===== config.mk =====
export PLATFORM = sky130hd
export DESIGN_NAME = sram_boot_ctr
export DESIGN_NICKNAME = d
export VERILOG_FILES = /design/src/rtl/sram_boot_ctr.sv
export SDC_FILE = /design/constraint.sdc
export NUM_CORES = 1
export LEC_CHECK = 0
export CORE_ASPECT_RATIO = 0.6
export CORE_MARGIN = 2
export CORE_UTILIZATION = 33
export DETAILED_ROUTE_END_ITERATION = 8
export GPL_TIMING_DRIVEN = 0
export PLACE_DENSITY_LB_ADDON = 0.12
export REMOVE_ABC_BUFFERS = 1
export SYNTH_ARGS = -nofsm -noshare
export SYNTH_HDL_FRONTEND = slang
export SYNTH_SLANG_ARGS = --single-unit

===== constraint.sdc =====
create_clock -name clk_i -period 5.1 [get_ports clk_i]
set_input_delay 1.53 -clock clk_i [delete_from_list [all_inputs] [get_ports clk_i]]
set_output_delay 1.53 -clock clk_i [all_outputs]
set_load 0.02 [all_outputs]

===== src/rtl/sram_boot_ctr.sv =====
`default_nettype none
// ============================================================================
// Module : sram_boot_ctr
// Copies a boot-ROM image into SRAM after reset with the CPU held in reset,
// then passes CPU instruction fetches straight through to the SRAM port.
// Rev    : 1.0
// ============================================================================
module sram_boot_ctr #(
  parameter int DATA_W      = 32,
  parameter int SRAM_ADDR_W = 15,
  parameter int ROM_ADDR_W  = 12,
  parameter int BOOT_WORDS  = 1024,
  parameter int SRAM_BASE   = 0
) (
  input  logic                     clk_i,
  input  logic                     arst_n_i,
  input  logic                     cke_i,
  input  logic                     boot_restart_i,
  output logic                     rom_en_o,
  output logic [ROM_ADDR_W-1:0]    rom_addr_o,
  input  logic [DATA_W-1:0]        rom_rdata_i,
  output logic                     sram_avalid_o,
  output logic [SRAM_ADDR_W-3:0]   sram_addr_o,
  output logic [DATA_W-1:0]        sram_wdata_o,
  output logic [DATA_W/8-1:0]      sram_wstrb_o,
  input  logic [DATA_W-1:0]        sram_rdata_i,
  input  logic                     sram_rvalid_i,
  input  logic                     cpu_avalid_i,
  input  logic [SRAM_ADDR_W-3:0]   cpu_addr_i,
  output logic [DATA_W-1:0]        cpu_rdata_o,
  output logic                     cpu_rvalid_o,
  output logic                     cpu_ready_o,
  output logic                     cpu_rst_o,
  output logic                     boot_done_o
);

  localparam int              c_aw    = SRAM_ADDR_W - 2;
  localparam int              c_cw    = ROM_ADDR_W + 1;
  localparam bit              c_empty = (BOOT_WORDS == 0);
  localparam logic [c_cw-1:0] c_last  = c_cw'(c_empty ? 0 : BOOT_WORDS - 1);
  localparam logic [c_aw-1:0] c_base  = c_aw'(SRAM_BASE);

  typedef enum logic [1:0] {
    ST_COPY  = 2'd0,
    ST_DRAIN = 2'd1,
    ST_RUN   = 2'd2
  } state_t;

  state_t          r_state;
  state_t          w_next;
  logic [c_cw-1:0] r_rd_cnt;
  logic            r_wr_pend;
  logic            r_run_q;
  logic            r_cpu_rst;
  logic            r_boot_done;
  logic            r_cpu_ready;
  logic            w_rom_rd;
  logic            w_restart;
  logic [c_aw-1:0] w_wr_addr;

  assign w_rom_rd  = (r_state == ST_COPY) && !c_empty;
  assign w_restart = (r_state == ST_RUN) && boot_restart_i;
  // The word being written is the one read on the previous cycle.
  assign w_wr_addr = c_base + c_aw'(r_rd_cnt) - c_aw'(1);

  // Enable is forced low while reset is held so the ROM sees no access.
  assign rom_en_o     = w_rom_rd && arst_n_i;
  assign rom_addr_o   = r_rd_cnt[ROM_ADDR_W-1:0];
  assign cpu_rvalid_o = sram_rvalid_i && r_run_q;
  assign cpu_ready_o  = r_cpu_ready;
  assign cpu_rst_o    = r_cpu_rst;
  assign boot_done_o  = r_boot_done;

  always_ff @(posedge clk_i or negedge arst_n_i) begin
    if (!arst_n_i) begin
      r_state <= ST_COPY;
    end else if (cke_i) begin
      r_state <= w_next;
    end
  end

  always_comb begin
    w_next = r_state;
    unique case (r_state)
      ST_COPY: begin
        if (c_empty) begin
          w_next = ST_RUN;
        end else if (r_rd_cnt == c_last) begin
          w_next = ST_DRAIN;
        end
      end
      ST_DRAIN: w_next = ST_RUN;
      ST_RUN: begin
        if (boot_restart_i) begin
          w_next = ST_COPY;
        end
      end
      default: w_next = ST_COPY;
    endcase
  end

  always_comb begin
    sram_avalid_o = r_wr_pend;
    sram_addr_o   = w_wr_addr;
    sram_wdata_o  = r_wr_pend ? rom_rdata_i : '0;
    sram_wstrb_o  = {(DATA_W/8){r_wr_pend}};
    cpu_rdata_o   = '0;
    if (r_state == ST_RUN) begin
      sram_avalid_o = cpu_avalid_i;
      sram_addr_o   = cpu_addr_i;
      sram_wdata_o  = '0;
      sram_wstrb_o  = '0;
      cpu_rdata_o   = sram_rdata_i;
    end
  end

  always_ff @(posedge clk_i or negedge arst_n_i) begin
    if (!arst_n_i) begin
      r_rd_cnt    <= '0;
      r_wr_pend   <= 1'b0;
      r_run_q     <= 1'b0;
      r_cpu_rst   <= 1'b1;
      r_boot_done <= 1'b0;
      r_cpu_ready <= 1'b0;
    end else if (cke_i) begin
      if (w_restart) begin
        r_rd_cnt <= '0;
      end else if (w_rom_rd) begin
        r_rd_cnt <= r_rd_cnt + c_cw'(1);
      end
      r_wr_pend   <= w_rom_rd;
      // Cleared on a restart so a fetch issued in that cycle never completes.
      r_run_q     <= (r_state == ST_RUN) && (w_next == ST_RUN);
      r_cpu_rst   <= (w_next != ST_RUN);
      r_boot_done <= (w_next == ST_RUN);
      r_cpu_ready <= (w_next == ST_RUN);
    end
  end

endmodule
`default_nettype wire

==> results.yml, run 1 <==
clock_network:
  cts_buffers: 3
  cts_max_level: 1
  clock-sinks: 19
  post-cts-setup-buffer-count: 0
  cts_tree: "done"
  cts_hold_buffers: 0
  cts_buffer_depth: 2
  clkLatencyLatePin_ps: 260
  root_buffer: "clkbuf_8"
  cts.clk_slew.worst_paths_ps: 70
synth:
  seq_area_frac_synth_pct: 24.8
  ys_ff_latch: 19
  netlist_instances: 255
  synth_common_cells: "and3_1, and2_1, nand2_1, nor2_1, dfrtp_1"
  synth.most_common_cell: "and3_1"
  synth_edf_count: 0
  synth_area_mm2: 0.00192
  netlist-cell-type-count: 39
  synth.area.top_cells: "dfrtp_1, and3_1, and2_1, buf_4, xnor2_1"
  synth_area_per_cell_um2: 7.55
  ys.warnings.count: 0
  postSynth.asyncResetShare_pct: 100
  synth_top_cell_area_share_pct: 23.4
  synth_flop_cell: "dfrtp_1"
  synth_top_area_cell: "dfrtp_1"
final_layout:
  n_fill_cell: 508
  design_area_mm2: 0.00369
  multi_input_area_mm2: 0.00123
  diodes: 0
  post-route-util_pct: 66.0
  area_delta_synth_final_pct: 92.0
  drive_gt1_share_pct: 4.20
  seqCellArea_um2: 477
  nets: 491
timing:
  setup_tns_ps: 0
  rsz0062_at_grt: "false"
  fmax_mhz: 215
  slew_viol_final: 0
  worst_slew_pin_slew_ps: 914
  period_needed_ps: 4650
  finalHoldViolCount: 0
  clock_skew_ps: 2.50
  min_period_over_period_pct: 91.1
  max-slew-margin-rel_pct: 39.0
  setup_viol: 0
run_status:
  status: "complete, no violations"
drt:
  drc: 0
  wl_per_cell_um: 13.9
  drt_iter0_drc: 123
  first_pass_iters: 4
  vias: 2247
  routed_wl_um: 6750
  vias_per_cell: 4.63
  drt.antenna.violating_nets: 0
power:
  p_total_uw: 854
  leakage_nw: 1.51
  ir_drop_uv: 278
  powerDensity_mw_per_mm2: 231
hold_path:
  hp-class: "flip-flop to flip-flop"
  min-delay-start: "cpu_rst_o$_DFFE_PN1P_"
worst_setup_path:
  r2r_cells: 4
  path_class: "input port to output port"
  regToRegEndpoint: "r_rd_cnt[12]$_DFFE_PN0P_"
  cp.arrival_ps: 3120
  end_kind: "output port"
  required_ps: 3570
  critPathLaunch: "arst_n_i"
  cp-endpoint: "rom_en_o"
  r2r_start: "r_state[1]$_DFFE_PN0P_"
  cp-start-kind: "input port"
  r2r_setup_slack_ps: 3180
  critPathMaxFanout: 20
place:
  gp_congestion: 0.840
  dp_hpwl_um: 5290
  dpl_cell_area_mm2: 0.00364
  port_buffers: 181
floorplan:
  io_pins: 182
  core_area_mm2: 0.00560
  die-height_um: 63.2
  fp-row-count: 21
  die_w_um: 103
  initial_core_util_pct: 34.4
  die_area_mm2: 0.00648
grt:
  grt-ovfl-total: 0
  grt_pass1_wl_um: 10400
  grt_pass1_vias: 1959
  antenna_found_initial: 0
  grt_max_degree: 48
  grt_use_total_pct: 19.7
job:
  cap_violations: 0
## logic make-up (layout without fill, tap and decap cells)
group | after synthesis | count (layout) | synth area share, %
AOI/OAI and AO/OA | 33 | 33 | 9.75
adders and majority gates | 2 | 2 | 1.30
muxes | 1 | 1 | 0.585
buffers and inverters | 40 | 190 | 11.6
and+or+nand+nor | 145 | 145 | 45.1
DFF | 19 | 19 | 24.8
xor gates and xnor gates | 15 | 15 | 6.83
## stage by stage
stage | instances | hold slack (ps) | worst slack [ps]
2_1_floorplan | 219 | 440 | 1390
3_3_place_gp | 480 | 457 | 44.6
3_5_place_dp | 481 | 465 | 38.2
4_1_cts | 485 | 478 | 20.0
5_1_grt | 485 | 515 | 233
6_report | 485 | 476 | 453
## sequential cells by signal, summed over array words and instances (netlist names)
signal and count:
r_rd_cnt 13, r_wr_pend 1, cpu_rst_o 1, r_run_q 1
boot_done_o 1, r_state 2
## layout make-up
cell class,count,area share [%]
Timing Repair Buffer,182,49.5
Clock buffer,4,1.22
Inverter,4,0.406
Tap cell,80,2.71
Sequential cell,19,12.9
Multi-Input combinational cell,196,33.3
## where the power goes
group	internal, mW	switching [mW]	leakage [nW]
Combinational	0.276	0.237	1.24
Sequential	0.173	0.0615	0.245
Clock	0.0556	0.0501	0.0228
## worst max-delay path, cell delays in order
cell,delay (ps)
dlymetal6s2s_1,680
nor3b_1,260
clkdlybuf4s50_1,640
## layer usage
layer / up-vias / GRT usage, % / wire length [µm]
met3: 6 / 4.33 / 598
met4: 0 / 3.00 / 46
met2: 99 / 29.9 / 2980
li1: 1151 / - / -
met5: - / 0 / 0
met1: 991 / 29.0 / 3120
## worst min-delay path by stage
stage | endpoint | slack, ps | cells past startpoint
6_report | cpu_rst_o$_DFFE_PN1P_ | 480 | 2
5_1_grt | cpu_rst_o$_DFFE_PN1P_ | 520 | 2
4_1_cts | cpu_rst_o$_DFFE_PN1P_ | 480 | 2
3_5_place_dp | cpu_rst_o$_DFFE_PN1P_ | 470 | 2
3_3_place_gp | r_run_q$_DFFE_PN0P_ | 460 | 2
2_1_floorplan | r_run_q$_DFFE_PN0P_ | 440 | 2
## placed cells by master, fill, tap and decap left out, types with 3 or more instances in the layout
cell type and count:
clkdlybuf4s50_1 180, a21oi_1 7, nor2_1 19, nand2b_1 3, dfrtp_1 18, nor2b_1 3
a31oi_1 3, and2_1 35, xnor2_1 10, clkbuf_8 3, inv_1 4, xor2_1 5
or3_1 4, o21ai_0 15, and3_1 36, nand2_1 19, nand3_1 4, nand4_1 5
## what timing repair did
| action | 4_1_cts | 5_1_grt |
|---|---|---|
| setup endpoints to repair | 0 | 1 |
| endpoints found under the hold margin | 0 | 0 |
| resized for setup | 0 | 1 |
(Power assumes the default switching activity.)
==> run 2: changes to the inputs <==
--- a/config.mk
+++ b/config.mk
@@ -8,6 +8,7 @@
 export CORE_ASPECT_RATIO = 0.6
 export CORE_MARGIN = 2
 export CORE_UTILIZATION = 33
+export CTS_BUF_LIST = sky130_fd_sc_hd__clkbuf_4 sky130_fd_sc_hd__clkbuf_8 sky130_fd_sc_hd__clkbuf_16
 export DETAILED_ROUTE_END_ITERATION = 8
 export GPL_TIMING_DRIVEN = 0
 export PLACE_DENSITY_LB_ADDON = 0.12
==> results.yml, run 2 (same netlist as run 1, synthesis figures left out) <==
clock_network:
  cts_max_level: 1
  cts_buffers: 3
  root_buffer: "clkbuf_8"
  clkLatencyLatePin_ps: 260
  clock-sinks: 19
  cts_buffer_depth: 2
  cts_tree: "done"
  post-cts-setup-buffer-count: 0
  cts.clk_slew.worst_paths_ps: 70
  cts-resized-gates: 0
  cts_hold_buffers: 0
hold_path:
  whs_endpoint: "cpu_rst_o$_DFFE_PN1P_"
  hp-class: "flip-flop to flip-flop"
  holdPathStages: 2
  min-delay-start: "cpu_rst_o$_DFFE_PN1P_"
floorplan:
  die_w_um: 103
  fp-row-count: 21
  io_pins: 182
  die_area_mm2: 0.00648
  core_area_mm2: 0.00560
  initial_core_util_pct: 34.4
  die-height_um: 63.2
final_layout:
  n_fill_cell: 507
  drive_gt1_share_pct: 4.44
  largest_register_ffs: 13
  area_delta_synth_final_pct: 92.2
  final_common_cell: "clkdlybuf4s50_1"
  regMostFlops: "r_rd_cnt"
  reg.largest.list: "r_rd_cnt: 13 flops, r_state: 2 flops"
  diodes: 0
  final_cell_mix: "clkdlybuf4s50_1, and3_1, and2_1"
  nets: 491
power:
  p_seq_share_pct: 27.3
  switching_share_pct: 40.5
  p_clk_share_pct: 12.9
  leakage_nw: 1.51
  internal_power_uw: 510
  combPwrFrac_pct: 59.8
  powerDensity_mw_per_mm2: 232
  ir_drop_uv: 278
  p_sw_uw: 348
worst_setup_path:
  r2r_start: "r_state[1]$_DFFE_PN0P_"
  crit_slowest_cell: "dlymetal6s2s_1"
  cp.arrival_ps: 3120
  end_kind: "output port"
  r2r_cells: 4
  cp-start-kind: "input port"
  worst_path_largest_cell_delay_ps: 680
  path_class: "input port to output port"
  required_ps: 3570
  r2r_setup_slack_ps: 3160
  cp_cell_sequence: "dlymetal6s2s_1 > nor3b_1 > clkdlybuf4s50_1"
  regToRegEndpoint: "r_rd_cnt[12]$_DFFE_PN0P_"
  critPathMaxFanout: 20
grt:
  grt_pass1_wl_um: 10400
  antenna_found_initial: 0
  grt_use_total_pct: 19.7
  grt-ovfl-total: 0
  grt_max_degree: 48
  grt_pass1_vias: 1962
timing:
  slew_viol_final: 0
  whs_ps: 475
  worst_slew_pin_slew_ps: 916
  finalHoldViolCount: 0
  clock_skew_ps: 1.61
  rsz0062_at_grt: "false"
  setup_tns_ps: 0
  setup_viol: 0
  fmax_mhz: 215
  min_period_over_period_pct: 91.1
  max-slew-margin-rel_pct: 38.8
  period_needed_ps: 4650
place:
  dp_hpwl_um: 5290
  port_buffers: 181
  gp_congestion: 0.840
drt:
  drc: 0
  drt_iter0_drc: 125
  wl_per_cell_um: 13.9
  vias_per_cell: 4.63
  vias: 2246
  first_pass_iters: 4
  drt.antenna.violating_nets: 0
  routed_wl_um: 6740
job:
  cap_violations: 0
run_status:
  status: "complete, no violations"
==> run 2: cell types whose count changed in the layout (fill, tap and decap cells not counted) <==
cell / change
clkbuf_1: -1
clkbuf_4: +1
==> run 2: routing by layer <==
| metal | global-route usage (%) | vias up | part of all wire, % | wire length, µm |
|---|---|---|---|---|
| met1 | 29.0 | 994 | 46 | 3110 |
| met3 | 4.33 | 6 | 8.9 | 601 |
| met2 | 29.9 | 96 | 44 | 2970 |
| met5 | 0 | - | 0 | 0 |
| li1 | - | 1150 | - | - |
| met4 | 3.00 | 0 | 0.68 | 46 |
==> run 2: critical path: cells and delay by family <==
| family | cells | cell delay, ps |
|---|---|---|
| buf+inv | 2 | 1320 |
| simple gates | 1 | 260 |
==> run 2: layout make-up <==
cell class / count / area, µm² / share of cell area [%]
clock buffers: 4 / 48.8 / 1.32
multi-input cells: 196 / 1230 / 33.2
inverters: 4 / 15.0 / 0.406
well taps: 80 / 100 / 2.71
repair buffers: 182 / 1830 / 49.5
flip-flops and latches: 19 / 477 / 12.9
==> run 2: how the worst max path moves through the flow <==
stage	to	from	slack (ps)	cells after the start
5_1_grt	rom_en_o	arst_n_i	230	3
2_1_floorplan	sram_addr_o[10]	r_state[1]$_DFFE_PN0P_	1390	2
4_1_cts	rom_en_o	arst_n_i	20	3
3_5_place_dp	rom_en_o	arst_n_i	40	3
3_3_place_gp	rom_en_o	arst_n_i	40	3
6_report	rom_en_o	arst_n_i	450	3
==> run 2: power groups by stage <==
stage	clock network, mW	registers [mW]	logic [mW]
6_report	0.110	0.234	0.513
3_5_place_dp	0	0.237	0.516
2_1_floorplan	0	0.250	0.225
5_1_grt	0.119	0.242	0.547
3_3_place_gp	0	0.236	0.511
4_1_cts	0.114	0.234	0.519
==> run 2: through the flow <==
step           util (%)  setup slack [ps]  cell area (µm²)  total power [mW]  cells
5_1_grt            66.1               233             3700             0.909    485
4_1_cts            66.0              20.0             3690             0.867    485
6_report           66.1               452             3700             0.858    485
3_5_place_dp       65.1              38.2             3640             0.753    481
3_3_place_gp       64.8              44.6             3630             0.747    480
2_1_floorplan         -              1390             1720             0.475    219
